$ cat config.mk
export PLATFORM = sky130hd
export DESIGN_NAME = uart_tx_fifo_flat
export DESIGN_NICKNAME = d
export VERILOG_FILES = /design/src/rtl/uart_tx_fifo_pkg.sv /design/src/rtl/uart_tx_fifo_if.sv /design/src/rtl/sync_fifo_mem.sv /design/src/rtl/uart_tx_fifo.sv /design/src/flat_wrapper.sv
export SDC_FILE = /design/constraint.sdc
export NUM_CORES = 1
export LEC_CHECK = 0
export CORE_AREA = 2 2 84 167
export DETAILED_ROUTE_END_ITERATION = 10
export DIE_AREA = 0 0 86 169
export PLACE_DENSITY = 0.67
export SYNTH_ARGS = -nofsm -noshare
export SYNTH_HDL_FRONTEND = slang
export SYNTH_SLANG_ARGS = --single-unit
$ cat constraint.sdc
create_clock -name clk -period 4.5 [get_ports clk]
set_input_delay 0.9 -clock clk [delete_from_list [all_inputs] [get_ports clk]]
set_output_delay 0.9 -clock clk [all_outputs]
set_load 0.02 [all_outputs]
$ cat src/rtl/uart_tx_fifo_pkg.sv
// Shared definitions for the UART transmit FIFO: default depth and drain FSM state encodings.
package uart_tx_fifo_pkg;

    localparam int DEFAULT_DEPTH = 16;

    typedef enum logic [1:0] {
        IDLE      = 2'd0,
        ISSUE     = 2'd1,
        WAIT_BUSY = 2'd2,
        WAIT_RDY  = 2'd3
    } drain_state_e;

endpackage

$ cat src/rtl/uart_tx_fifo_if.sv
// Producer/UART-facing signal bundle of the UART transmit FIFO.
// The slave side is the FIFO; the master side is the producer plus the UART DIN/OE/RDY port.
interface uart_tx_fifo_if #(
    parameter int DEPTH = 16
);
    localparam int LW = $clog2(DEPTH) + 1;

    logic [7:0]    wr_data;
    logic          wr_en;
    logic          flush;
    logic          full;
    logic          empty;
    logic [LW-1:0] level;
    logic          ovf;
    logic [7:0]    tx_din;
    logic          tx_oe;
    logic          tx_rdy;

    modport master (
        output wr_data, wr_en, flush, tx_rdy,
        input  full, empty, level, ovf, tx_din, tx_oe
    );

    modport slave (
        input  wr_data, wr_en, flush, tx_rdy,
        output full, empty, level, ovf, tx_din, tx_oe
    );

endinterface

$ cat src/rtl/sync_fifo_mem.sv
// Depth x 8 byte storage: one synchronous write port, combinational read.
// Contents are not reset; validity is tracked by the owner's pointers.
module sync_fifo_mem #(
    parameter int Depth = 16
) (
    input  logic                       clk,
    input  logic                       we,
    input  logic [$clog2(Depth)-1:0]   waddr,
    input  logic [7:0]                 wdata,
    input  logic [$clog2(Depth)-1:0]   raddr,
    output logic [7:0]                 rdata
);

    logic [7:0] mem [Depth];

    always_ff @(posedge clk) begin
        if (we) begin
            mem[waddr] <= wdata;
        end
    end

    assign rdata = mem[raddr];

endmodule

$ cat src/rtl/uart_tx_fifo.sv
// Byte FIFO feeding the UART transmitter; WR_EN -> TX_OE latency 2 cycles with the UART idle.
// Writes while full are dropped and flagged sticky in ovf; drain waits on the UART RDY handshake.
module uart_tx_fifo
    import uart_tx_fifo_pkg::*;
#(
    parameter int Depth = DEFAULT_DEPTH
) (
    input  logic          clk,
    input  logic          rst_n,
    uart_tx_fifo_if.slave bus
);

    localparam int          AW       = $clog2(Depth);
    localparam logic [AW:0] PTR_ONE  = (AW+1)'(1);
    localparam logic [AW:0] LVL_FULL = (AW+1)'(Depth);

    logic [AW:0]  wr_ptr, rd_ptr, wr_ptr_n, rd_ptr_n, level_n, level_q;
    logic         full_q, empty_q, ovf_q, tx_oe_q;
    logic [7:0]   tx_din_q, rd_data;
    logic         push, pop;
    drain_state_e state_q, state_n;

    // Flags are registered, so a pop in this cycle cannot make room for a write in this cycle.
    assign push = bus.wr_en && !full_q && !bus.flush;
    assign pop  = (state_q == IDLE) && !empty_q && bus.tx_rdy && !bus.flush;

    always_comb begin
        wr_ptr_n = wr_ptr;
        rd_ptr_n = rd_ptr;
        if (bus.flush) begin
            wr_ptr_n = '0;
            rd_ptr_n = '0;
        end else begin
            if (push) wr_ptr_n = wr_ptr + PTR_ONE;
            if (pop)  rd_ptr_n = rd_ptr + PTR_ONE;
        end
    end

    assign level_n = wr_ptr_n - rd_ptr_n;

    // WAIT_BUSY keeps a lagging RDY from triggering a second issue of the same slot.
    always_comb begin
        state_n = state_q;
        unique case (state_q)
            IDLE:      if (pop) state_n = ISSUE;
            ISSUE:     state_n = bus.tx_rdy ? WAIT_BUSY : WAIT_RDY;
            WAIT_BUSY: if (!bus.tx_rdy) state_n = WAIT_RDY;
            WAIT_RDY:  if (bus.tx_rdy) state_n = IDLE;
            default:   state_n = IDLE;
        endcase
    end

    always_ff @(posedge clk or negedge rst_n) begin
        if (!rst_n) begin
            state_q  <= IDLE;
            wr_ptr   <= '0;
            rd_ptr   <= '0;
            level_q  <= '0;
            empty_q  <= 1'b1;
            full_q   <= 1'b0;
            ovf_q    <= 1'b0;
            tx_oe_q  <= 1'b0;
            tx_din_q <= 8'h00;
        end else begin
            state_q <= state_n;
            wr_ptr  <= wr_ptr_n;
            rd_ptr  <= rd_ptr_n;
            level_q <= level_n;
            empty_q <= (level_n == '0);
            full_q  <= (level_n == LVL_FULL);
            if (bus.wr_en && full_q && !bus.flush) begin
                ovf_q <= 1'b1;
            end
            tx_oe_q <= pop;
            if (pop) begin
                tx_din_q <= rd_data;
            end
        end
    end

    sync_fifo_mem #(
        .Depth (Depth)
    ) u_mem (
        .clk   (clk),
        .we    (push),
        .waddr (wr_ptr[AW-1:0]),
        .wdata (bus.wr_data),
        .raddr (rd_ptr[AW-1:0]),
        .rdata (rd_data)
    );

    assign bus.full   = full_q;
    assign bus.empty  = empty_q;
    assign bus.level  = level_q;
    assign bus.ovf    = ovf_q;
    assign bus.tx_oe  = tx_oe_q;
    assign bus.tx_din = tx_din_q;

endmodule

$ cat src/flat_wrapper.sv
// flat-port wrapper written by rule: the top's interface ports become plain ports
module uart_tx_fifo_flat import uart_tx_fifo_pkg::*;
#(
    parameter int Depth = DEFAULT_DEPTH
)
  (clk, rst_n, bus_wr_data, bus_wr_en, bus_flush, bus_tx_rdy, bus_full, bus_empty, bus_level, bus_ovf, bus_tx_din, bus_tx_oe);
  uart_tx_fifo_if #(.DEPTH(16)) bus_i ();
  input  logic clk;
  input  logic rst_n;
  input wire logic [$bits(bus_i.wr_data)-1:0] bus_wr_data;
  input wire logic [$bits(bus_i.wr_en)-1:0] bus_wr_en;
  input wire logic [$bits(bus_i.flush)-1:0] bus_flush;
  input wire logic [$bits(bus_i.tx_rdy)-1:0] bus_tx_rdy;
  output wire logic [$bits(bus_i.full)-1:0] bus_full;
  output wire logic [$bits(bus_i.empty)-1:0] bus_empty;
  output wire logic [$bits(bus_i.level)-1:0] bus_level;
  output wire logic [$bits(bus_i.ovf)-1:0] bus_ovf;
  output wire logic [$bits(bus_i.tx_din)-1:0] bus_tx_din;
  output wire logic [$bits(bus_i.tx_oe)-1:0] bus_tx_oe;
  assign bus_i.wr_data = bus_wr_data;
  assign bus_i.wr_en = bus_wr_en;
  assign bus_i.flush = bus_flush;
  assign bus_i.tx_rdy = bus_tx_rdy;
  assign bus_full = bus_i.full;
  assign bus_empty = bus_i.empty;
  assign bus_level = bus_i.level;
  assign bus_ovf = bus_i.ovf;
  assign bus_tx_din = bus_i.tx_din;
  assign bus_tx_oe = bus_i.tx_oe;
  uart_tx_fifo #(.Depth(Depth)) u_core (.clk(clk), .rst_n(rst_n), .bus(bus_i));
endmodule
==> run_results.csv <==
group,metric,value,unit
worst_setup_path,worstPathRequired,4.83,ns
worst_setup_path,crit_type,"in -> reg",
clocking,cts_tree,"built",
placement,place_inst,527,
placement,numPortBuffers,29,
timing,slew_violations,0,
timing,finalSetupTns,0,ns
worst_setup_path,cp-start-kind,"input pin",
clocking,post_cts.repair.setup_buffers,0,
timing,hold_violations,0,
timing,fmax,308.3,MHz
drt,first_iter_violations,200,
clocking,clock_path_buffers,2,
drt,vias,3177,
synthesis,synth_cell_type_count,49,
floorplan,io_pins,30,
clocking,root_buffer,"clkbuf_16",
job,max_cap_viol_count,0,
final_layout,n_antenna_cell,0,
final_layout,synthToLayoutAreaGrowth,14.56,%
worst_hold_path,hold_class,"reg -> reg",
worst_hold_path,min_path_cells,1,
global_routing,grt_use_total,17.98,%
worst_setup_path,regToRegSetupSlack,1.52,ns
worst_setup_path,r2r_end,"u_core.bus.full",
floorplan,dieArea,14530,um^2
synthesis,syn_nets,380,
synthesis,synth_area,6550,um^2
synthesis,synth-edff-count,128,
synthesis,synth-main-ff-cell,"edfxtp_1",
final_layout,fin_cells,559,
synthesis,netlist_instances,352,
synthesis,ys_seq_area_share,69.78,%
clocking,cts_made_buffers,17,
drt,wl,12140,um
synthesis,async_flop_share,18.47,%
worst_setup_path,crit_slowest_cell,"clkdlybuf4s50_1",
drt,ant_nets,0,
floorplan,start_util,49.29,%
clocking,cts_resized,0,
synthesis,syn_avg_cell_area,18.61,um^2
worst_setup_path,cp_data_arrival_time,3.57,ns
clocking,clock_latency,0.42,ns
synthesis,ys_warn_count,0,
outcome,outcome,"completed",
final_layout,final_cell_mix,"edfxtp_1, clkdlybuf4s50_1, dfrtp_1",
placement,dp_hpwl,8130,um
timing,setup_viol,0,
synthesis,synth-seq-cells,157,
floorplan,rows,60,
worst_hold_path,hold_path_end,"u_core.bus.ovf",
clocking,cts.clk_slew.worst_paths,0.07,ns
worst_setup_path,critical-path-max-stage-delay,0.56,ns
final_layout,final_cell_area,7503,um^2
timing,worst_clock_skew,0.01168,ns
final_layout,nets,419,
global_routing,antenna_found_initial,0,
global_routing,first_global_vias,3400,
power,finalPower,3688,uW
drt,avgViaCountPerCell,5.683,
global_routing,grt.overflow.total,0,
timing,fin_crit_sh,72.07,%
placement,post_dp_cell_area,6910,um^2
power,powerDensity,491.5,nW/um^2
timing,max_slew.worst_pin.slew,0.9798,ns
worst_setup_path,r2r_start,"u_core.state_q[0]",
clocking,htreeDepth,4,
global_routing,grt_pass1_wl,19020,um
worst_hold_path,worstHoldStart,"u_core.bus.ovf",
floorplan,fp.coreArea,13290,um^2
clocking,clkSinkCount,157,
placement,routabilityCongestion,0.8009,
worst_setup_path,crit_path_max_fanout,5,
drt,wl_per_cell,21.71,um
floorplan,dieHeight,169,um
final_layout,fill_cells,1003,
final_layout,layout-drive-gt1-share,16.34,%
drt,drc,0,
timing,setup_slack,1.257,ns
timing,relSlewSlack,34.44,%
global_routing,grt_max_degree,36,
worst_setup_path,crit_path_cell_trace,"clkdlybuf4s50_1 > and3b_1 > mux2i_1 > or2_2 > ha_1 > nor2b_1 > o21ai_0 > nor3b_1 > o211ai_1 > mux2i_1",
drt,firstDrtPassIters,5,
worst_setup_path,endpoint_kind,"flip-flop",
power,p_leak,0.002638,uW
power,peakVddDrop,0.2778,mV
worst_setup_path,reg2regPathDepth,11,
clocking,hold_buffers,0,
final_layout,final_common_cell,"edfxtp_1",
floorplan,die_w,86,um
timing,finalCriticalPeriod,3.243,ns
placement,dp_slack,0.8654,ns
timing,rsz0062_at_grt,"no",
worst_setup_path,worst_path_most_repeated_cell,"mux2i_1",
==> Yosys cell counts (all sizes together) (3+ instances only) <==
library cell | n | area [um^2]
a22o | 8 | 70.07
buf | 9 | 111.4
a221oi | 9 | 91.34
clkbuf | 5 | 46.29
nand2b | 3 | 18.77
xnor2 | 3 | 26.28
nor2b | 3 | 18.77
nor2 | 20 | 75.07
a21oi | 4 | 23.77
nand2 | 16 | 65.06
dfrtp | 28 | 700.7
edfxtp | 128 | 3844
mux2i | 3 | 30.03
ha | 14 | 175.2
xor2 | 5 | 43.79
o211ai | 3 | 22.52
inv | 14 | 52.55
mux4 | 32 | 795.8
o21ai | 12 | 60.06
or2 | 4 | 25.02
nor3 | 6 | 30.03
==> per-layer routing <==
metal	GRT usage, %	vias to the layer above	part of all wire [%]
li1	-	1476	-
met1	22.04	1605	40
met2	30.20	84	54
met3	3.949	12	4.1
met4	8.006	0	1.9
met5	0	-	0
==> sequential cells by signal, summed over array words and instances, names as in the netlist, 2 cells and up <==
register,flops
u_core.bus.level,5
u_core.bus.tx_din,8
u_core.wr_ptr,5
u_core.u_mem.mem,128
u_core.state_q,2
u_core.rd_ptr,5
==> cells by family (layout without fill, tap and decap cells) <==
logic type	Yosys count	count (layout)	synth area share, %
AO/OA/AOI/OAI	43	43	4.948
XOR/XNOR	8	8	1.070
adder cells (fa/ha/maj)	15	15	2.980
buffers and inverters	30	82	3.515
flip-flops	157	157	69.78
multiplexers	35	35	12.61
AND/OR/NAND/NOR	64	64	5.100
==> through the flow <==
step	util [%]	hold WS, ns
after floorplan	-	0.5322
after global placement	52.01	0.4591
after detailed placement	52.01	0.4745
after CTS	56.47	0.4889
after global routing	56.47	0.4927
final	56.47	0.4825
==> report_power, final <==
| part | internal [uW] | switching (uW) | leakage (uW) | total [uW] |
|---|---|---|---|---|
| Clock | 796 | 620 | 0.000295 | 1420 |
| Combinational | 266 | 290 | 0.000810 | 556 |
| Sequential | 1660 | 57.1 | 0.00153 | 1720 |
==> worst max path at each step <==
stage	from	to	slack, ns	depth (start not counted)
2_1_floorplan	bus_tx_rdy	u_core.bus.empty	1.70	10
3_3_place_gp	bus_tx_rdy	u_core.bus.empty	1.06	10
3_5_place_dp	bus_tx_rdy	u_core.bus.full	0.87	10
4_1_cts	bus_tx_rdy	u_core.bus.full	1.28	10
5_1_grt	bus_tx_rdy	u_core.bus.full	1.02	10
6_report	bus_tx_rdy	u_core.bus.full	1.26	10
==> critical path, delay by kind of cell <==
| family | cells | cell delay [ns] |
|---|---|---|
| adder cells (fa/ha/maj) | 1 | 0.30 |
| buffers and inverters | 1 | 0.56 |
| AO/OA/AOI/OAI | 2 | 0.37 |
| multiplexers | 2 | 0.29 |
| AND/OR/NAND/NOR | 4 | 1.15 |
==> cell type report <==
type | count | area (um^2) | area share, %
Timing Repair Buffer | 36 | 342.8 | 4.569
Clock buffer | 17 | 425.4 | 5.669
Multi-Input combinational cell | 165 | 1749 | 23.31
Tap cell | 155 | 193.9 | 2.585
Clock inverter | 15 | 167.7 | 2.234
Inverter | 14 | 52.55 | 0.7003
Sequential cell | 157 | 4572 | 60.93
Note: power is estimated with default switching activity, not from simulation.
